===== config.mk =====
export PLATFORM = sky130hd
export DESIGN_NAME = sub4b_serial
export DESIGN_NICKNAME = d
export VERILOG_FILES = /design/src/rtl/sub4b_serial.sv
export SDC_FILE = /design/constraint.sdc
export NUM_CORES = 1
export LEC_CHECK = 0
export BUFFER_PORTS_ARGS = -buffer_cell sky130_fd_sc_hd__buf_2
export CORE_ASPECT_RATIO = 1.25
export CORE_MARGIN = 4
export CORE_UTILIZATION = 48
export CTS_BUF_LIST = sky130_fd_sc_hd__clkbuf_8
export DETAILED_ROUTE_END_ITERATION = 16
export PLACE_DENSITY = 0.72
export SYNTH_ARGS = -nofsm -noshare
export SYNTH_HDL_FRONTEND = slang
export SYNTH_SLANG_ARGS = --single-unit

===== constraint.sdc =====
create_clock -name clk -period 2.64 [get_ports clk]
set_clock_uncertainty 0.05 [all_clocks]
set_input_delay 0.264 -clock clk [delete_from_list [all_inputs] [get_ports clk]]
set_output_delay 0.264 -clock clk [all_outputs]
set_load 0.05 [all_outputs]

===== src/rtl/sub4b_serial.sv =====
// Bit-serial subtractor: D = A - B - Bi (mod 2^WIDTH), one bit per clock,
// LSB first, with a start/busy/done handshake. D and Bo hold the last
// result until the next completion or reset.
module sub4b_serial #(
  parameter int WIDTH = 4
) (
  input  logic             clk,
  input  logic             rst_n,
  input  logic             start,
  input  logic [WIDTH-1:0] A,
  input  logic [WIDTH-1:0] B,
  input  logic             Bi,
  output logic [WIDTH-1:0] D,
  output logic             Bo,
  output logic             busy,
  output logic             done
);

  localparam int CW = $clog2(WIDTH);
  localparam logic [CW-1:0] LAST = CW'(WIDTH - 1);

  typedef enum logic [1:0] {
    IDLE = 2'd0,
    RUN  = 2'd1,
    DONE = 2'd2
  } state_t;

  state_t           state;
  state_t           state_nxt;

  logic [WIDTH-1:0] ra;
  logic [WIDTH-1:0] rb;
  logic [WIDTH-1:0] rd;
  logic             br;
  logic [CW-1:0]    cnt;

  logic             d_bit;
  logic             br_nxt;
  logic [WIDTH-1:0] rd_nxt;
  logic             last;
  logic             accept;

  // One full-subtractor slice on the current LSBs plus the shifted result.
  always_comb begin
    d_bit  = ra[0] ^ rb[0] ^ br;
    br_nxt = (~ra[0] & rb[0]) | (~ra[0] & br) | (rb[0] & br);
    rd_nxt = {d_bit, rd[WIDTH-1:1]};
    last   = (cnt == LAST);
    accept = start && ((state == IDLE) || (state == DONE));
  end

  // State register.
  always_ff @(posedge clk or negedge rst_n) begin
    if (!rst_n) begin
      state <= IDLE;
    end else begin
      state <= state_nxt;
    end
  end

  // Next-state and handshake outputs.
  always_comb begin
    state_nxt = state;
    busy      = 1'b0;
    done      = 1'b0;
    case (state)
      IDLE: begin
        if (start) state_nxt = RUN;
      end
      RUN: begin
        busy = 1'b1;
        if (last) state_nxt = DONE;
      end
      DONE: begin
        done      = 1'b1;
        state_nxt = start ? RUN : IDLE;
      end
      default: state_nxt = IDLE;
    endcase
  end

  // Operand capture, serial datapath and result registers.
  always_ff @(posedge clk or negedge rst_n) begin
    if (!rst_n) begin
      ra  <= '0;
      rb  <= '0;
      rd  <= '0;
      br  <= 1'b0;
      cnt <= '0;
      D   <= '0;
      Bo  <= 1'b0;
    end else if (state == RUN) begin
      ra  <= ra >> 1;
      rb  <= rb >> 1;
      br  <= br_nxt;
      rd  <= rd_nxt;
      cnt <= cnt + 1'b1;
      if (last) begin
        D  <= rd_nxt;
        Bo <= br_nxt;
      end
    end else if (accept) begin
      ra  <= A;
      rb  <= B;
      br  <= Bi;
      rd  <= '0;
      cnt <= '0;
    end
  end

endmodule

==> flow_summary.yaml, run 1 <==
status:
  status: "complete, no violations"
power_and_ir_drop:
  intPower_mw: 0.8625
  vdd.ir_drop.worst_v: 0.0006671
  p_sw_mw: 0.6191
  seqPwrFrac_pct: 42.4
  power_frac_clock_pct: 13.9
  switching_share_pct: 41.79
  power.leakage_nw: 0.5276
  p_per_area_nw_per_um2: 1293
  pwr-share-comb_pct: 43.8
layout:
  syn_to_final_growth_pct: 14.36
  fillers: 180
  multi_input_area_um2: 437.9
  fin_area_um2: 1146
  drive_above_1_share_pct: 31.68
  n_antenna_cell: 0
  final_nets: 116
  regArea_um2: 525.5
min_path:
  hold_depth: 2
  hold_path_class: "primary input to flip-flop"
  whs_endpoint: "ra[3]"
  min_from: "A[3]"
global_routing:
  grt_max_degree: 24
  grt_pass1_vias: 691
  grt_overflow: 0
  grt_pass1_wl_um: 3036
  grt_use_total_pct: 13.78
  antenna_found_initial: 0
cts:
  insertion_delay_ps: 260
  cts.clk_slew.worst_paths_ps: 70
  cts_root_buf: "clkbuf_8"
  postCtsSetupBuffers: 0
  cts_sinks: 21
  ctsHtreeMaxLevel: 1
  cts_tree: "done"
  clock_path_buffers: 2
  cts_inserted_buffers: 3
floorplan:
  die_y_um: 59.09
  die_w_um: 48.87
  initial_core_util_pct: 50.57
  rows: 18
  coreArea_um2: 1982
  ioPinCount: 19
  die_area_um2: 2887
detailed_routing:
  wl_met1_um: 748
  dr_wl_met2_um: 800
  ant_nets: 0
  dr_wl_met3_um: 81
  drcViolationCount: 0
  wirelength_um: 1678
  routedWlPerCell_um: 13.87
  drt_iter0_drc: 4
  viasPerCell: 5.512
  dr_total_vias: 667
  routed.top_layer: "met4"
  firstDrtPassIters: 4
critical_path:
  reg2reg_slack_ps: 1070
  path_buf_inv: 2
  worst_r2r_startpoint: "state[0]"
  crit_family: "flip-flops"
  path_depth: 3
  max_stage_delay_ps: 780
  start_kind: "flip-flop"
  cp_slowest_cell: "dfrtp_1"
  crit_type: "flip-flop to output pin"
  path_cells: "nand2b_1 -> inv_2 -> buf_2"
  cp_data_required_time_ps: 2330
  cp_max_fo: 23
  critical_path.endpoint_type: "output pin"
  r2r_cells: 4
  critical_path_arrival_ps: 1620
  rr_endpoint: "cnt[0]"
sta:
  min_period_over_period_pct: 73.23
  relSlewSlack_pct: 55.35
  rsz0062_at_grt: "false"
  fmax_mhz: 517.2
  worst_pin_slew_ps: 669.8
  finalHoldViolCount: 0
  finalMaxSlewViolations: 0
  min_period_ps: 1933
  tns_ps: 0
  finalSetupViolations: 0
run:
  cap_violations: 0
synth:
  synth_fp_nets: 96
  syn-cell-area_um2: 1002
  syn_inst: 82
  syn_area_per_cell_um2: 12.22
  yosysSeqAreaShare_pct: 52.43
  synth_ff_type: "dfrtp_1"
  synth-edff-count: 0
  yosys_warnings: 0
  ys_async_sr_fraction_pct: 100.0
  synth_cell_type_count: 26
  ys_ff_latch: 21
placed_design:
  dp_hpwl_um: 1212
  io_buffers: 18
  gp_congestion: 0.7205
  dpl-instance-area_um2: 1090
[power groups by stage]
stage | Sequential [mW] | Clock (mW) | Combinational [mW]
after floorplan | 0.679 | 0 | 0.468
after global placement | 0.628 | 0 | 0.645
after detailed placement | 0.635 | 0 | 0.654
after CTS | 0.630 | 0.213 | 0.659
after global routing | 0.655 | 0.229 | 0.725
final | 0.628 | 0.206 | 0.648
[registers in the layout, summed over array words and instances (netlist names)]
name	count
D	4
ra	4
rb	4
rd	3
cnt	2
state	2
Bo	1
br	1
[metal layers]
layer  vias to the layer above  global-route usage (%)
met5                         -                       0
met4                         0                   8.077
met3                         5                   3.526
met2                        14                   21.27
met1                       316                   17.51
li1                        332                       -
[through the flow]
| stage | utilization (%) | power, mW | worst slack, ps | hold WS (ps) | std cells |
|---|---|---|---|---|---|
| floorplan | - | 1.147 | 1055 | -81.59 | 82 |
| global placement | 54.99 | 1.273 | 1025 | 190.4 | 116 |
| detailed placement | 54.99 | 1.289 | 982.4 | 192.0 | 116 |
| CTS | 57.83 | 1.502 | 699.3 | 180.2 | 121 |
| global route | 57.83 | 1.609 | 533.6 | 178.2 | 121 |
| finish | 57.83 | 1.482 | 706.7 | 184.0 | 121 |
[cell usage after synthesis (all sizes together), types with 2 or more instances]
master,n,area (um^2)
nor2,2,10.01
mux2,7,82.57
a211oi,7,52.55
o21ai,2,10.01
a21oi,7,35.03
nor2b,8,50.05
buf,3,23.77
inv,3,11.26
a22o,4,35.03
dfrtp,21,525.5
mux2i,8,80.08
[layout by cell type (no fill, tap or decap), types with 3 or more instances in the layout]
cell,count
dfrtp_1,21
nor2b_1,8
buf_2,18
mux2i_1,8
a211oi_1,7
a21oi_1,7
a22o_1,4
clkbuf_8,3
mux2_2,6
[how the worst max path moves through the flow]
stage | start | to | slack, ps
after CTS | state[0] | busy | 700
after global placement | state[0] | busy | 1030
after global routing | state[0] | busy | 530
final | state[0] | busy | 710
after floorplan | state[0] | done | 1050
after detailed placement | state[0] | busy | 980
[worst reg2reg max path, cell delays in order, from the launching register on]
cell and delay (ps):
dfrtp_1 780, nand2b_1 200, inv_2 120, nor2_2 60
mux2_2 250
[area by class of cell]
| class | instances | share of cell area [%] |
|---|---|---|
| flip-flops and latches | 21 | 45.85 |
| multi-input cells | 54 | 38.21 |
| repair buffers | 19 | 8.734 |
| clock buffers | 3 | 3.603 |
| well taps | 20 | 2.183 |
| inverters | 3 | 0.9825 |
| clock inverters | 1 | 0.4367 |
[timing repair]
action                    in CTS  in global routing
gates resized for setup        0                  0
hold buffers                   1                  0
hold endpoints to repair      21                  0
[logic make-up after synthesis]
family                   synth area share, %
flip-flops                             52.43
AND/OR/NAND/NOR                        9.363
adder cells (fa/ha/maj)                3.246
AO/OA/AOI/OAI                          14.86
multiplexers                           16.23
buffers and inverters                  3.869
Power figures use the tool's default switching activity.
==> run 2, diff against run 1 <==
--- a/config.mk
+++ b/config.mk
@@ -5,13 +5,14 @@
 export SDC_FILE = /design/constraint.sdc
 export NUM_CORES = 1
 export LEC_CHECK = 0
+export ABC_AREA = 1
 export BUFFER_PORTS_ARGS = -buffer_cell sky130_fd_sc_hd__buf_2
 export CORE_ASPECT_RATIO = 1.25
 export CORE_MARGIN = 4
 export CORE_UTILIZATION = 48
 export CTS_BUF_LIST = sky130_fd_sc_hd__clkbuf_8
 export DETAILED_ROUTE_END_ITERATION = 16
-export PLACE_DENSITY = 0.72
+export PLACE_DENSITY = 0.71
 export SYNTH_ARGS = -nofsm -noshare
 export SYNTH_HDL_FRONTEND = slang
 export SYNTH_SLANG_ARGS = --single-unit
==> constraint.sdc (replaced) <==
create_clock -name clk -period 1.9 [get_ports clk]
set_clock_uncertainty 0.05 [all_clocks]
set_input_delay 0.19 -clock clk [delete_from_list [all_inputs] [get_ports clk]]
set_output_delay 0.19 -clock clk [all_outputs]
set_load 0.05 [all_outputs]
==> flow_summary.yaml, run 2 <==
status:
  status: "complete, no violations"
synth:
  syn_inst: 116
  synth_fp_nets: 130
  ys_ff_latch: 21
  synth.most_common_cell: "nand2_1"
  yosysSeqAreaShare_pct: 49.47
  ys_top_cells_by_area: "dfrtp_1 49%, nand2_1 12%, inv_1 7.1%"
  yosys_warnings: 0
  syn-cell-area_um2: 1062
  synth_cell_type_count: 18
  synth_top_area_share_pct: 49.47
  synth_common_cells: "34 x nand2_1, 21 x dfrtp_1, 20 x inv_1"
  yosysTopAreaCell: "dfrtp_1"
  ys_async_sr_fraction_pct: 100.0
  synth_ff_type: "dfrtp_1"
  syn_area_per_cell_um2: 9.157
  synth-edff-count: 0
floorplan:
  ioPinCount: 19
  initial_core_util_pct: 51.83
  die_area_um2: 3034
  die_w_um: 50.08
  die_y_um: 60.60
  rows: 18
  coreArea_um2: 2049
sta:
  worst_pin_slew_ps: 457.5
  tns_ps: 0
  rsz0062_at_grt: "false"
  finalSetupViolations: 0
  min_period_over_period_pct: 84.56
  finalHoldViolCount: 0
  finalMaxSlewViolations: 0
  relSlewSlack_pct: 69.50
  fmax_mhz: 622.4
  min_period_ps: 1607
power_and_ir_drop:
  pwr-share-comb_pct: 53.1
  vdd.ir_drop.worst_v: 0.001006
  seqPwrFrac_pct: 34.7
  intPower_mw: 1.203
  p_per_area_nw_per_um2: 1950
  switching_share_pct: 49.12
  p_sw_mw: 1.161
  power.leakage_nw: 0.6750
  power_frac_clock_pct: 12.1
critical_path:
  max_stage_delay_ps: 610
  critical_path.endpoint_type: "output pin"
  crit_type: "flip-flop to output pin"
  cp_max_fo: 10
  worst_r2r_startpoint: "state[0]"
  critical_path_arrival_ps: 1370
  cp_data_required_time_ps: 1660
  cp_slowest_cell: "dfrtp_1"
  start_kind: "flip-flop"
  worstSetupStartpoint: "state[0]"
  path_cells: "inv_6 -> nor2_4 -> buf_2"
detailed_routing:
  drt_iter0_drc: 16
  wirelength_um: 1964
  viasPerCell: 4.741
  dr_total_vias: 787
  ant_nets: 0
  firstDrtPassIters: 4
  drcViolationCount: 0
  routedWlPerCell_um: 11.83
placed_design:
  dpl-instance-area_um2: 1156
  io_buffers: 18
  placedCellCount: 161
  gp_congestion: 0.8946
  dp_hpwl_um: 1484
global_routing:
  grt_use_total_pct: 15.12
  grt_max_degree: 22
  grt_pass1_vias: 836
  grt_overflow: 0
  grt_pass1_wl_um: 3443
  antenna_found_initial: 0
cts:
  cts_sinks: 21
  clock_path_buffers: 2
  cts_tree: "done"
  postCtsSetupBuffers: 0
  cts_inserted_buffers: 3
  insertion_delay_ps: 260
  cts.clk_slew.worst_paths_ps: 70
  ctsHtreeMaxLevel: 1
  cts_resized: 0
  cts_root_buf: "clkbuf_8"
layout:
  final_nets: 151
  syn_to_final_growth_pct: 14.13
  n_antenna_cell: 0
  final_cell_mix: "34 x nand2_1, 21 x dfrtp_1, 20 x inv_1, 18 x buf_2"
  fin_area_um2: 1212
  top_regs: "D (4), ra (4), rb (4)"
  post-route-util_pct: 59.16
  finalNonFillerCells: 166
  drive_above_1_share_pct: 33.09
  final_common_cell: "nand2_1"
min_path:
  hold_path_class: "primary input to flip-flop"
  min_from: "A[3]"
run:
  cap_violations: 0
[run 2: changes by cell type after synthesis, sizes merged, moves of 4 or more]
cell	previous run	this run
a211oi	7	0
inv	3	23
a21oi	7	1
mux2	7	0
nand2	1	37
nand3	1	14
nor2b	8	0
a22o	4	0
mux2i	8	0
o21ai	2	11
[run 2: layout make-up]
cell class	instances	area [um^2]
Fill cell	187	837.1
Sequential cell	21	525.5
Clock buffer	3	41.29
Timing Repair Buffer	19	100.1
Tap cell	30	37.54
Clock inverter	1	5.005
Multi-Input combinational cell	69	411.6
Inverter	23	91.34
[run 2: per-layer routing]
| layer | vias to the layer above | share of wire, % | GRT usage [%] |
|---|---|---|---|
| li1 | 391 | - | - |
| met1 | 370 | 41 | 16.98 |
| met2 | 20 | 52 | 26.87 |
| met3 | 6 | 4.1 | 2.457 |
| met4 | 0 | 2.4 | 9.486 |
| met5 | - | 0 | 0 |
[run 2: worst max-delay path: cells and delay by family, from the launching register on]
kind                   cells  cell delay, ps
buffers and inverters      2             350
and+or+nand+nor            1             160
DFF                        1             610
[run 2: repair_timing]
item | CTS | global route
hold buffers | 1 | 0
endpoints found under the hold margin | 21 | 0
setup endpoints to repair | 0 | 0
[run 2: cells by family after synthesis]
logic type | after synthesis | synth area share, %
compound gates | 12 | 9.188
flops | 21 | 49.47
buf+inv | 26 | 11.78
simple gates | 55 | 26.50
fa+ha+maj | 2 | 3.062
[run 2: stage by stage]
step                      total power, mW  worst slack [ps]  hold WS [ps]
final                               2.364             293.3         95.79
after global routing                2.565             217.6         97.70
after CTS                           2.400             283.1         89.72
after detailed placement            2.100             347.3         122.8
after global placement              2.053             421.5         113.3
after floorplan                     1.875             499.4        -155.6
[run 2: path summary, 6_finish.rpt]
| path | to | slack, ps | cells past startpoint |
|---|---|---|---|
| hold / removal | ra[3] | 100 | 3 |
| max in group asynchronous | ra[3] | 1130 | 2 |
| setup / recovery | busy | 290 | 3 |
| setup reg to reg | ra[0] | 320 | 5 |
| hold reg to reg | D[1] | 430 | 2 |
| min in group asynchronous | cnt[1] | 360 | 2 |
[run 2: power groups by stage]
stage / logic (mW) / registers (mW) / clock network (mW)
after global placement: 1.23 / 0.820 / 0
after CTS: 1.28 / 0.822 / 0.299
after floorplan: 0.937 / 0.938 / 0
final: 1.26 / 0.821 / 0.287
after detailed placement: 1.27 / 0.827 / 0
after global routing: 1.40 / 0.847 / 0.318
==> run 3, diff against run 2 <==
==> constraint.sdc (replaced) <==
create_clock -name clk -period 1.5 [get_ports clk]
set_clock_uncertainty 0.05 [all_clocks]
set_input_delay 0.15 -clock clk [delete_from_list [all_inputs] [get_ports clk]]
set_output_delay 0.15 -clock clk [all_outputs]
set_load 0.05 [all_outputs]
==> flow_summary.yaml, run 3 (same netlist as run 2, synthesis figures left out) <==
critical_path:
  critical_path.endpoint_type: "output pin"
  critical_path_arrival_ps: 1240
  cp_slowest_cell: "dfrtp_1"
  rr_endpoint: "rd[3]"
  cp_max_fo: 8
  cpMostUsedCell: "buf_4"
  start_kind: "flip-flop"
  crit_type: "flip-flop to output pin"
  max_stage_delay_ps: 470
  reg2reg_slack_ps: 100
  worst_r2r_startpoint: "rb[0]"
  path_cells: "buf_4 -> nor2_1 -> buf_4"
  r2r_cells: 3
  cp_data_required_time_ps: 1300
sta:
  setup_slack_ps: 56.94
  worst_pin_slew_ps: 467.9
  relSlewSlack_pct: 68.81
  finalHoldViolCount: 0
  tns_ps: 0
  rsz0062_at_grt: "false"
  hold_ws_ps: 52.32
  min_period_over_period_pct: 96.20
  min_period_ps: 1443
  finalSetupViolations: 0
  fmax_mhz: 693.0
  finalMaxSlewViolations: 0
layout:
  syn_to_final_growth_pct: 16.84
  drive_above_1_share_pct: 33.33
  final_cell_mix: "34 x nand2_1, 21 x dfrtp_1, 21 x inv_1, 17 x buf_2"
  n_antenna_cell: 0
  final_nets: 153
  final_common_cell: "nand2_1"
  top_regs: "D (4), ra (4), rb (4)"
  post-route-util_pct: 60.56
placed_design:
  pre_cts_slack_ps: 95.80
  dp_hpwl_um: 1326
  io_buffers: 18
  gp_congestion: 0.7340
cts:
  clock_path_buffers: 2
  cts_root_buf: "clkbuf_8"
  insertion_delay_ps: 260
  cts_inserted_buffers: 3
  postCtsSetupBuffers: 0
  ctsHtreeMaxLevel: 1
  cts_sinks: 21
  cts_tree: "done"
  cts.clk_slew.worst_paths_ps: 70
detailed_routing:
  drt_iter0_drc: 11
  viasPerCell: 4.625
  routedWlPerCell_um: 11.14
  ant_nets: 0
  firstDrtPassIters: 3
  drcViolationCount: 0
  dr_total_vias: 777
  wirelength_um: 1871
global_routing:
  grt_use_met2_pct: 25.19
  grt_use_total_pct: 14.86
  grt_busiest_layer: "met2"
  grt_overflow: 0
  grt_max_degree: 22
  groute.layer.met3.usage_pct: 2.211
  grt_pass1_vias: 772
  antenna_found_initial: 0
  grt_pass1_wl_um: 3422
  met1_usage_pct: 18.74
power_and_ir_drop:
  switching_share_pct: 47.64
  seqPwrFrac_pct: 32.8
  total_power_mw: 3.066
  p_per_area_nw_per_um2: 2470
  pwr-share-comb_pct: 55.2
  vdd.ir_drop.worst_v: 0.001477
  p_sw_mw: 1.460
  power_frac_clock_pct: 12.0
  power.leakage_nw: 0.6908
  intPower_mw: 1.605
floorplan:
  die_w_um: 50.08
  coreArea_um2: 2049
  die_y_um: 60.60
  rows: 18
  ioPinCount: 19
  die_area_um2: 3034
  initial_core_util_pct: 51.83
status:
  status: "complete, no violations"
min_path:
  hold_path_class: "primary input to flip-flop"
  min_from: "A[3]"
  hold_depth: 3
  whs_endpoint: "ra[3]"
run:
  cap_violations: 0
## run 3: cell count changes in the layout (fill, tap and decap cells not counted), sizes merged
cell    delta
clkinv     -1
buf        +2
inv        +1
## run 3: routing by layer
layer  up-vias  routed length, um
li1        397                  -
met1       358                846
met2        17                903
met3         5                 82
met4         0                 38
met5         -                  0
## run 3: worst max-delay path by stage
stage	from	to	cells after the start
floorplan	state[0]	done	2
global placement	ra[0]	rd[3]	4
CTS	state[0]	done	3
detailed placement	ra[0]	rd[3]	4
global route	state[0]	done	3
finish	state[0]	done	3
## run 3: power groups by stage
stage                     clock [mW]  combinational, mW  sequential [mW]
after floorplan                    0               1.19             1.19
after global placement             0               1.67             1.01
after detailed placement           0               1.71             1.02
after CTS                      0.375               1.73             1.01
after global routing           0.394               1.91             1.04
final                          0.367               1.69             1.01
## run 3: worst max-delay path: cells and delay by family (launching register included)
kind / cells / cell delay [ps]
buffers and inverters: 2 / 400
DFF: 1 / 470
and+or+nand+nor: 1 / 110
## run 3: stage by stage
stage	cells	instance area, um^2
4_1_cts	168	1241
3_5_place_dp	163	1184
2_1_floorplan	116	1062
6_report	168	1241
3_3_place_gp	163	1184
5_1_grt	168	1241
## run 3: timing repair
item,4_1_cts,5_1_grt
endpoints found under the hold margin,21,0
resized for setup,1,0
setup endpoints to repair,1,0
hold buffers,1,0
## run 3: layout make-up
cell class / count / area [um^2]
clock buffer: 3 / 41.29
clock inverter: 1 / 3.754
fill: 182 / 808.3
inverter: 23 / 91.34
multi-input combinational: 69 / 411.6
sequential: 21 / 525.5
tap: 30 / 37.54
timing repair buffer: 21 / 130.1
